--- config.mk ---
export PLATFORM = sky130hd
export DESIGN_NAME = idu_load_queue
export DESIGN_NICKNAME = d
export VERILOG_FILES = /design/src/rtl/idu_load_queue.sv
export SDC_FILE = /design/constraint.sdc
export NUM_CORES = 2
export LEC_CHECK = 0
export ABC_AREA = 1
export CORE_MARGIN = 3
export CORE_UTILIZATION = 40
export DETAILED_ROUTE_END_ITERATION = 16
export SYNTH_ARGS = -nofsm -noshare
export SYNTH_HDL_FRONTEND = slang
export SYNTH_SLANG_ARGS = --single-unit
--- constraint.sdc ---
create_clock -name clk -period 17.5 [get_ports clk]
set_input_delay 1.75 -clock clk [delete_from_list [all_inputs] [get_ports clk]]
set_output_delay 1.75 -clock clk [all_outputs]
set_load 0.01 [all_outputs]
--- src/rtl/idu_load_queue.sv ---
// ---------------------------------------------------------------------------
// idu_load_queue
//
// Holds load instructions from the decoder and hands them to the DFU one at a
// time. Decoded instructions whose opcode byte is not LOAD_OPCODE are accepted
// and discarded. Each discard bumps a saturating drop counter. A three-state
// pop FSM (IDLE/ISSUE/BUSY) issues the queue head on a DFU request. It then
// waits for the DFU's done pulse before it accepts another request.
//
// Ports
//   clk, rst                   clock, asynchronous active-high reset
//   dec2idu_instr/_vld         instruction push from the decoder
//   idu2dec_instr_rdy          queue has room (count != DEPTH)
//   idu2dfu_load_fifo_empty    no load instruction queued
//   dfu2idu_load_instr_req     DFU pop request pulse
//   idu2dfu_load_instr/_vld    popped instruction (registered) + 1-cycle valid
//   dfu2idu_load_instr_done    DFU completion pulse
//   idu_load_count             queued entry count
//   idu_load_drop_cnt          discarded non-load count, saturates at 255
//   idu_load_busy              an instruction is issued and not yet done
//   idu_load_err               sticky protocol error
// ---------------------------------------------------------------------------
module idu_load_queue #(
  parameter int         INSTR_WIDTH = 256,
  parameter int         DEPTH       = 8,
  parameter logic [7:0] LOAD_OPCODE = 8'h01
) (
  input  logic                     clk,
  input  logic                     rst,
  input  logic [INSTR_WIDTH-1:0]   dec2idu_instr,
  input  logic                     dec2idu_instr_vld,
  output logic                     idu2dec_instr_rdy,
  output logic                     idu2dfu_load_fifo_empty,
  input  logic                     dfu2idu_load_instr_req,
  output logic [INSTR_WIDTH-1:0]   idu2dfu_load_instr,
  output logic                     idu2dfu_load_instr_vld,
  input  logic                     dfu2idu_load_instr_done,
  output logic [$clog2(DEPTH):0]   idu_load_count,
  output logic [7:0]               idu_load_drop_cnt,
  output logic                     idu_load_busy,
  output logic                     idu_load_err
);

  localparam int PW = $clog2(DEPTH);
  localparam int CW = PW + 1;
  localparam logic [CW-1:0] FULL_COUNT = CW'(DEPTH);

  typedef enum logic [1:0] {
    S_IDLE  = 2'd0,
    S_ISSUE = 2'd1,
    S_BUSY  = 2'd2
  } state_t;

  state_t                  state_q, state_d;
  logic [CW-1:0]           count_q, count_d;
  logic [PW-1:0]           wr_ptr_q, wr_ptr_d;
  logic [PW-1:0]           rd_ptr_q, rd_ptr_d;
  logic [7:0]              drop_cnt_q, drop_cnt_d;
  logic                    err_q, err_d;
  logic [INSTR_WIDTH-1:0]  instr_q, instr_d;

  // Entry storage; contents survive reset, only the pointers are cleared.
  logic [INSTR_WIDTH-1:0]  queue_mem [DEPTH];

  logic empty;
  logic push;
  logic push_load;
  logic push_drop;
  logic pop;

  assign empty     = (count_q == '0);
  assign push      = dec2idu_instr_vld && (count_q != FULL_COUNT);
  assign push_load = push && (dec2idu_instr[7:0] == LOAD_OPCODE);
  assign push_drop = push && (dec2idu_instr[7:0] != LOAD_OPCODE);
  // Emptiness comes from the registered count, so a load pushed in the
  // same cycle can never be popped in that cycle.
  assign pop       = (state_q == S_IDLE) && dfu2idu_load_instr_req && !empty;

  always_ff @(posedge clk) begin
    if (push_load) begin
      queue_mem[wr_ptr_q] <= dec2idu_instr;
    end
  end

  always_comb begin
    count_d    = count_q;
    wr_ptr_d   = wr_ptr_q;
    rd_ptr_d   = rd_ptr_q;
    drop_cnt_d = drop_cnt_q;
    instr_d    = instr_q;

    if (push_load) begin
      wr_ptr_d = wr_ptr_q + PW'(1);
    end
    if (push_drop && (drop_cnt_q != 8'hFF)) begin
      drop_cnt_d = drop_cnt_q + 8'd1;
    end
    if (pop) begin
      rd_ptr_d = rd_ptr_q + PW'(1);
      instr_d  = queue_mem[rd_ptr_q];
    end

    case ({push_load, pop})
      2'b10:   count_d = count_q + CW'(1);
      2'b01:   count_d = count_q - CW'(1);
      default: count_d = count_q;
    endcase
  end

  // Pop FSM next state plus protocol error detection.
  always_comb begin
    state_d = state_q;
    err_d   = err_q;

    case (state_q)
      S_IDLE: begin
        if (pop) begin
          state_d = S_ISSUE;
        end
        if (dfu2idu_load_instr_req && empty) begin
          err_d = 1'b1;
        end
        if (dfu2idu_load_instr_done) begin
          err_d = 1'b1;
        end
      end
      S_ISSUE: begin
        // A done arriving already in the issue cycle completes immediately.
        state_d = dfu2idu_load_instr_done ? S_IDLE : S_BUSY;
        if (dfu2idu_load_instr_req) begin
          err_d = 1'b1;
        end
      end
      S_BUSY: begin
        if (dfu2idu_load_instr_done) begin
          state_d = S_IDLE;
        end
        if (dfu2idu_load_instr_req) begin
          err_d = 1'b1;
        end
      end
      default: begin
        state_d = S_IDLE;
      end
    endcase
  end

  always_ff @(posedge clk or posedge rst) begin
    if (rst) begin
      state_q    <= S_IDLE;
      count_q    <= '0;
      wr_ptr_q   <= '0;
      rd_ptr_q   <= '0;
      drop_cnt_q <= '0;
      err_q      <= 1'b0;
      instr_q    <= '0;
    end else begin
      state_q    <= state_d;
      count_q    <= count_d;
      wr_ptr_q   <= wr_ptr_d;
      rd_ptr_q   <= rd_ptr_d;
      drop_cnt_q <= drop_cnt_d;
      err_q      <= err_d;
      instr_q    <= instr_d;
    end
  end

  assign idu2dec_instr_rdy       = (count_q != FULL_COUNT);
  assign idu2dfu_load_fifo_empty = empty;
  assign idu2dfu_load_instr      = instr_q;
  assign idu2dfu_load_instr_vld  = (state_q == S_ISSUE);
  assign idu_load_count          = count_q;
  assign idu_load_drop_cnt       = drop_cnt_q;
  assign idu_load_busy           = (state_q == S_ISSUE) || (state_q == S_BUSY);
  assign idu_load_err            = err_q;

endmodule

==> Word level (Yosys, flattened, before mapping) <==
Memory sizes are Yosys's and may differ from the RTL's. A register that Yosys moved wholly into a read port is not among the register bits.
Index checks and enable logic that the tools add are counted.
{ "totals": {"register_bits": 21, "latch_bits": 0, "ram_bits": 2048, "rom_bits": 0, "out_inout_bits": 273, "memories": 1} }
{ "classes": {"n_addsub": 5, "mul": 0, "n_div": 0, "magnitude_cmp": 0, "eq_ne": 12, "shift": 0, "mux": 11, "n_bitwise": 0, "n_reduce_logical": 16} }
{ "mem_list": {"columns": ["name", "words", "word_bits", "read_ports", "rd_clocked_by_memory_dff", "wr", "line", "rtl"], "rows": [
  ["queue_mem", 8, 256, 1, 1, 1, "63", "logic [INSTR_WIDTH-1:0] queue_mem [DEPTH];"]
]} }
{ "op_table": {"columns": ["operator", "count"], "rows": [
  ["$add A8 B1 Y8 const B", 1],
  ["$eq A8 B1 Y1 const B", 1],
  ["$ne A8 B1 Y1 const B", 1],
  ["$ne A8 B8 Y1 const B", 1],
  ["$pmux W4 S2", 1],
  ["$logic_and A1 B1 Y1", 7],
  ["$add A3 B1 Y3 const B", 2],
  ["$mux W2", 3],
  ["$pmux W2 S3", 1],
  ["$mux W1", 5],
  ["$add A4 B1 Y4 const B", 1],
  ["$eq A2 B1 Y1 const B", 2],
  ["$eq A2 B2 Y1 const B", 2],
  ["$logic_not A4 Y1", 1],
  ["$ne A2 B2 Y1 const B", 2],
  ["$ne A4 B4 Y1 const B", 1],
  ["$reduce_bool A2 Y1", 2],
  ["$sub A4 B1 Y4 const B", 1],
  ["$ne A3 B2 Y1 const B", 1],
  ["$reduce_and A3 Y1", 1],
  ["$logic_not A2 Y1", 1],
  ["$ne A2 B1 Y1 const B", 1],
  ["$pmux W1 S2", 1],
  ["$reduce_and A2 Y1", 1],
  ["3 further kinds", 3]
]} }

==> Depth between registers and ports, before layout <==
{ "depth": {"depth_word": 5, "ltp_mapped": 15, "ltp_nobuf": 14} }

==> Worst setup path after synthesis <==
OpenSTA, ideal clock, no wires.
{ "synth_timing": {"path_type": "input -> register", "startpoint": "input dec2idu_instr[3]", "endpoint": "memory queue_mem[0][0], enable pin", "arrival_ns": 13.146, "required_time_ns": 16.623, "path_slack_ns": 3.476, "path_stages": 6, "n_path_buf": 0, "cell_sequence": "nor2_1 > nand3b_1 > nor2_1 > nand2_1 > or2_2 > nor2_1"} }
{ "synth_via": {"elab_chain_len": 4} }
{ "synth_lines": {"columns": ["element", "line", "rtl"], "rows": [
  ["start: declaration", "30", "input logic [INSTR_WIDTH-1:0] dec2idu_instr,"],
  ["$eq A8 B1 Y1", "73", "assign push_load = push && (dec2idu_instr[7:0] == LOAD_OPCODE);"],
  ["$logic_and A1 B1 Y1", "73", null],
  ["$mux W1", "80", "if (push_load) begin"],
  ["$mux W1 (not written as such)", "81", "queue_mem[wr_ptr_q] <= dec2idu_instr;"],
  ["end: declaration", "63", null]
]} }
No other way between the ends.

==> Worst setup path in the final report <==
{ "layout_timing": {"startpoint": "input dec2idu_instr[2]", "endpoint": "memory queue_mem[5][149], enable pin"} }
The elaborated chain is that of the path after synthesis.

==> run summary <==
CLOCK TREE
----------------------------------------------------------------------------------------------------
Hold Buf Count CTS ....................................................................            0
CTS H-tree lvls .......................................................................            4
TritonCTS clock tree ..................................................................         done
# clock sinks .........................................................................         2325
Clk buf depth .........................................................................            3
Root cell of the clock tree ...........................................................    clkbuf_16
Post-CTS setup-driven buffer insertion count ..........................................            0
Count of instances resized after the clock tree is built ..............................            0
Clock-pin slew reported for the worst setup and hold paths after clock tree synthesis .      0.06 ns
Total clock buffers created by CTS ....................................................          234
Source-to-sink clock delay at the later pin of the worst-skew pair ....................      0.88 ns

STA
----------------------------------------------------------------------------------------------------
Final worst-path cycle share ..........................................................        33.8%
Final worst-path setup slack ..........................................................     11.59 ns
Time the final worst path needs with I/O delays and setup .............................      5.91 ns
Final count of pins violating max slew ................................................            0
RSZ-0062 raised after global routing ..................................................        false
Final sum of negative setup slack .....................................................         0 ns
Setup-violating endpoint count in the final report ....................................            0
Number of hold-slack violations in the final timing report ............................            0
Upper clock frequency limit ...........................................................      169 MHz
Worst Clk Skew ........................................................................    0.0630 ns
Worst slew margin relative to its limit ...............................................        18.4%
Transition time at the pin with the least slew margin .................................      1.22 ns

WORST SETUP PATH
----------------------------------------------------------------------------------------------------
R2R setup slack .......................................................................     12.38 ns
Data arrival at the endpoint of the critical path .....................................      6.35 ns
Crit Path Max Fanout ..................................................................           59
Slowest stage cell on the critical path ...............................................        buf_4
Cell-by-cell listing of the critical path ............................................. clkdlybuf4s50_1 -> nor2_1 -> nand3b_1 -> nor2_1 -> nand2_1 -> inv_1 -> nand2_1 -> nor2_4 -> buf_4 -> buf_4 -> buf_4
Kind of end point of the critical path ................................................         flop
Cell seen most often among critical-path stages .......................................        buf_4
CP Launch Point ....................................................................... dec2idu_instr[2]
Number of cells on the worst reg-to-reg path ..........................................           10
Worst setup SP type ................................................................... primary input
Setup CP Type .........................................................................       in2reg
Peak per-stage delay on the critical path .............................................      0.91 ns
Startpoint of the most critical register-to-register path .............................  rd_ptr_q[0]
Critical Path Sink .................................................................... queue_mem[5][149]
Required time reported for the critical path endpoint .................................     17.94 ns
Critical register-to-register path endpoint ........................................... idu2dfu_load_instr[151]

FLOORPLANNING
----------------------------------------------------------------------------------------------------
Starting utilization of the core area .................................................        40.3%
Die Width .............................................................................       482 um
Total die area ........................................................................  0.232 sq mm
Row count .............................................................................          174
IO Count ..............................................................................          534
Chip Height ...........................................................................       482 um
Floorplan Core Area ...................................................................  0.225 sq mm

POWER
----------------------------------------------------------------------------------------------------
Sequential fraction of design power ...................................................        40.1%
Clock power frac ......................................................................        30.3%
Switching part of the total power .....................................................        34.4%
Total power of the final layout .......................................................      16.9 mW
VDD IR-drop max .......................................................................   0.000162 V
Static Leak ...........................................................................      38.3 nW
Pwr/cell area .........................................................................  158 mW/mm^2
Part of the total power dissipated in combinational logic .............................        29.6%
Cell-internal power ...................................................................      11.0 mW
Switching pwr .........................................................................      5.81 mW

LOGIC SYNTHESIS
----------------------------------------------------------------------------------------------------
Portion of the post-synthesis area used by sequential elements ........................        75.6%
Mean instance size in the synthesized netlist .........................................   12.3 sq um
Syn Inst Count ........................................................................         7349
Portion of synthesized cell area occupied by the leading cell type ....................        67.9%
Syn Nets ..............................................................................         7621
FF+latch count, synth .................................................................         2325
Area leader, netlist ..................................................................     edfxtp_1
Most area-consuming cells after synthesis ............................................. edfxtp_1, dfrtp_1, nand2_1
Synth async-reset ratio ...............................................................        11.9%
Number of enable flip-flop cells after synthesis ......................................         2048
Count of unique library cells instantiated by Yosys ...................................           28
Top cells by count, synth ............................................................. edfxtp_1, nand2_1, nor2_1
Post-synthesis instance area .......................................................... 0.0906 sq mm
Yosys warning count ...................................................................            0
Main flop type after synthesis ........................................................     edfxtp_1
Dominant cell by count in the synthesized netlist .....................................     edfxtp_1

LAYOUT
----------------------------------------------------------------------------------------------------
Nets ..................................................................................         8012
Syn-to-layout area delta ..............................................................        17.5%
Number of fill cells ..................................................................        19698
Post-route cell area ..................................................................  0.106 sq mm
Fraction of layout instances using a drive strength above 1 ...........................        5.76%
Post-layout utilization of the core ...................................................        47.3%

HOLD PATH
----------------------------------------------------------------------------------------------------
Class of the tightest hold or removal check ...........................................      reg2reg

DRT
----------------------------------------------------------------------------------------------------
DRT Pass-1 Iters ......................................................................            6
Total routed wirelength ...............................................................       241 mm
Vias ..................................................................................        57262
Detailed-route DRC error count ........................................................            0
Initial drt markers ...................................................................         5022
Post-detailed-route count of antenna-violating nets ...................................            0
Average via count per standard cell ...................................................         5.22
Detailed-route wire length per cell ...................................................      21.9 um

FLOW RUN
----------------------------------------------------------------------------------------------------
Max capacitance violation total .......................................................            0

GRT
----------------------------------------------------------------------------------------------------
Number of antenna violations at the first check in global routing .....................           81
Global-route wire length before repair ................................................       359 mm
Maximum number of pins on one net before global-route repair ..........................          258
Total gr overflow .....................................................................            0
Via count of the first global-routing pass ............................................        55751
Combined global-route utilization of all metal layers .................................        20.4%

PLACEMENT
----------------------------------------------------------------------------------------------------
Final estimated routing congestion in global placement ................................        0.780
Setup slack at placement ..............................................................     10.67 ns
Placed instance area .................................................................. 0.0983 sq mm
Port Buffer Count .....................................................................          533
Half-perimeter wire length of the detailed placement result ...........................       126 mm

RUN STATUS
----------------------------------------------------------------------------------------------------
Status ................................................................................ complete, no violations

-- area by class of cell --
class	count	area [sq um]	share of cell area [%]
diodes	36	90.1	0.0846
inverters	174	688	0.647
clock inverters	108	1310	1.23
flip-flops and latches	2325	68400	64.3
repair buffers	609	6070	5.70
clock buffers	339	6700	6.29
well taps	2992	3740	3.52
multi-input cells	4396	19400	18.2
-- cell families (layout without fill, tap and decap cells) --
group | Yosys count | in the layout | share of synthesized area (%)
buffers and inverters | 628 | 1230 | 3.10
AOI/OAI and AO/OA | 850 | 850 | 5.26
xor gates and xnor gates | 9 | 9 | 0.0871
and+or+nand+nor | 3526 | 3526 | 15.8
other | 0 | 36 | 0
DFF | 2325 | 2325 | 75.6
adders and majority gates | 11 | 11 | 0.152
-- critical path: cells and delay by family --
family,cells,cell delay [ns]
buf+inv,5,3.02
simple gates,6,1.39
-- metrics by stage --
step                      hold WS [ns]  cells
after CTS                        0.482  10943
after detailed placement         0.463  10496
after floorplan                  0.493   7349
final                            0.476  10979
after global placement           0.445  10496
after global routing             0.495  10955
-- layout by cell type, fill, tap and decap left out, types with 133 or more instances in the layout --
master / n
edfxtp_1: 2048
nand2_1: 1790
nand3_1: 861
nor2_1: 859
clkdlybuf4s50_1: 533
o21ai_0: 482
dfrtp_1: 274
clkbuf_16: 238
o211ai_1: 200
inv_1: 169
a21oi_1: 133
-- state kept, by name, summed over array words and instances (netlist names) --
register	count
idu2dfu_load_instr	256
idu_load_count	4
idu_load_drop_cnt	8
idu_load_err	1
queue_mem	2048
rd_ptr_q	3
state_q	2
wr_ptr_q	3
-- power groups by stage --
| stage | clock network (mW) | registers (mW) | logic (mW) |
|---|---|---|---|
| after floorplan | 0 | 6.77 | 3.16 |
| after global placement | 0 | 6.86 | 4.96 |
| after detailed placement | 0 | 6.86 | 5.02 |
| after CTS | 5.22 | 6.76 | 5.05 |
| after global routing | 5.46 | 6.78 | 5.60 |
| final | 5.11 | 6.75 | 5.00 |
-- worst min-delay path by stage --
stage | start | end | slack (ns) | depth (start not counted)
2_1_floorplan | wr_ptr_q[0] | wr_ptr_q[0] | 0.49 | 2
3_3_place_gp | idu_load_err | idu_load_err | 0.45 | 1
3_5_place_dp | idu_load_err | idu_load_err | 0.46 | 1
4_1_cts | idu2dfu_load_instr[170] | idu2dfu_load_instr[170] | 0.48 | 2
5_1_grt | idu2dfu_load_instr[25] | idu2dfu_load_instr[25] | 0.50 | 2
6_report | idu2dfu_load_instr[108] | idu2dfu_load_instr[108] | 0.48 | 2
-- metal layers --
metal,global-route usage [%],wire [um]
met2,32.1,112000
met4,6.10,5990
met3,4.56,17200
met5,0,343
met1,28.4,105000
(Power assumes the default switching activity.)
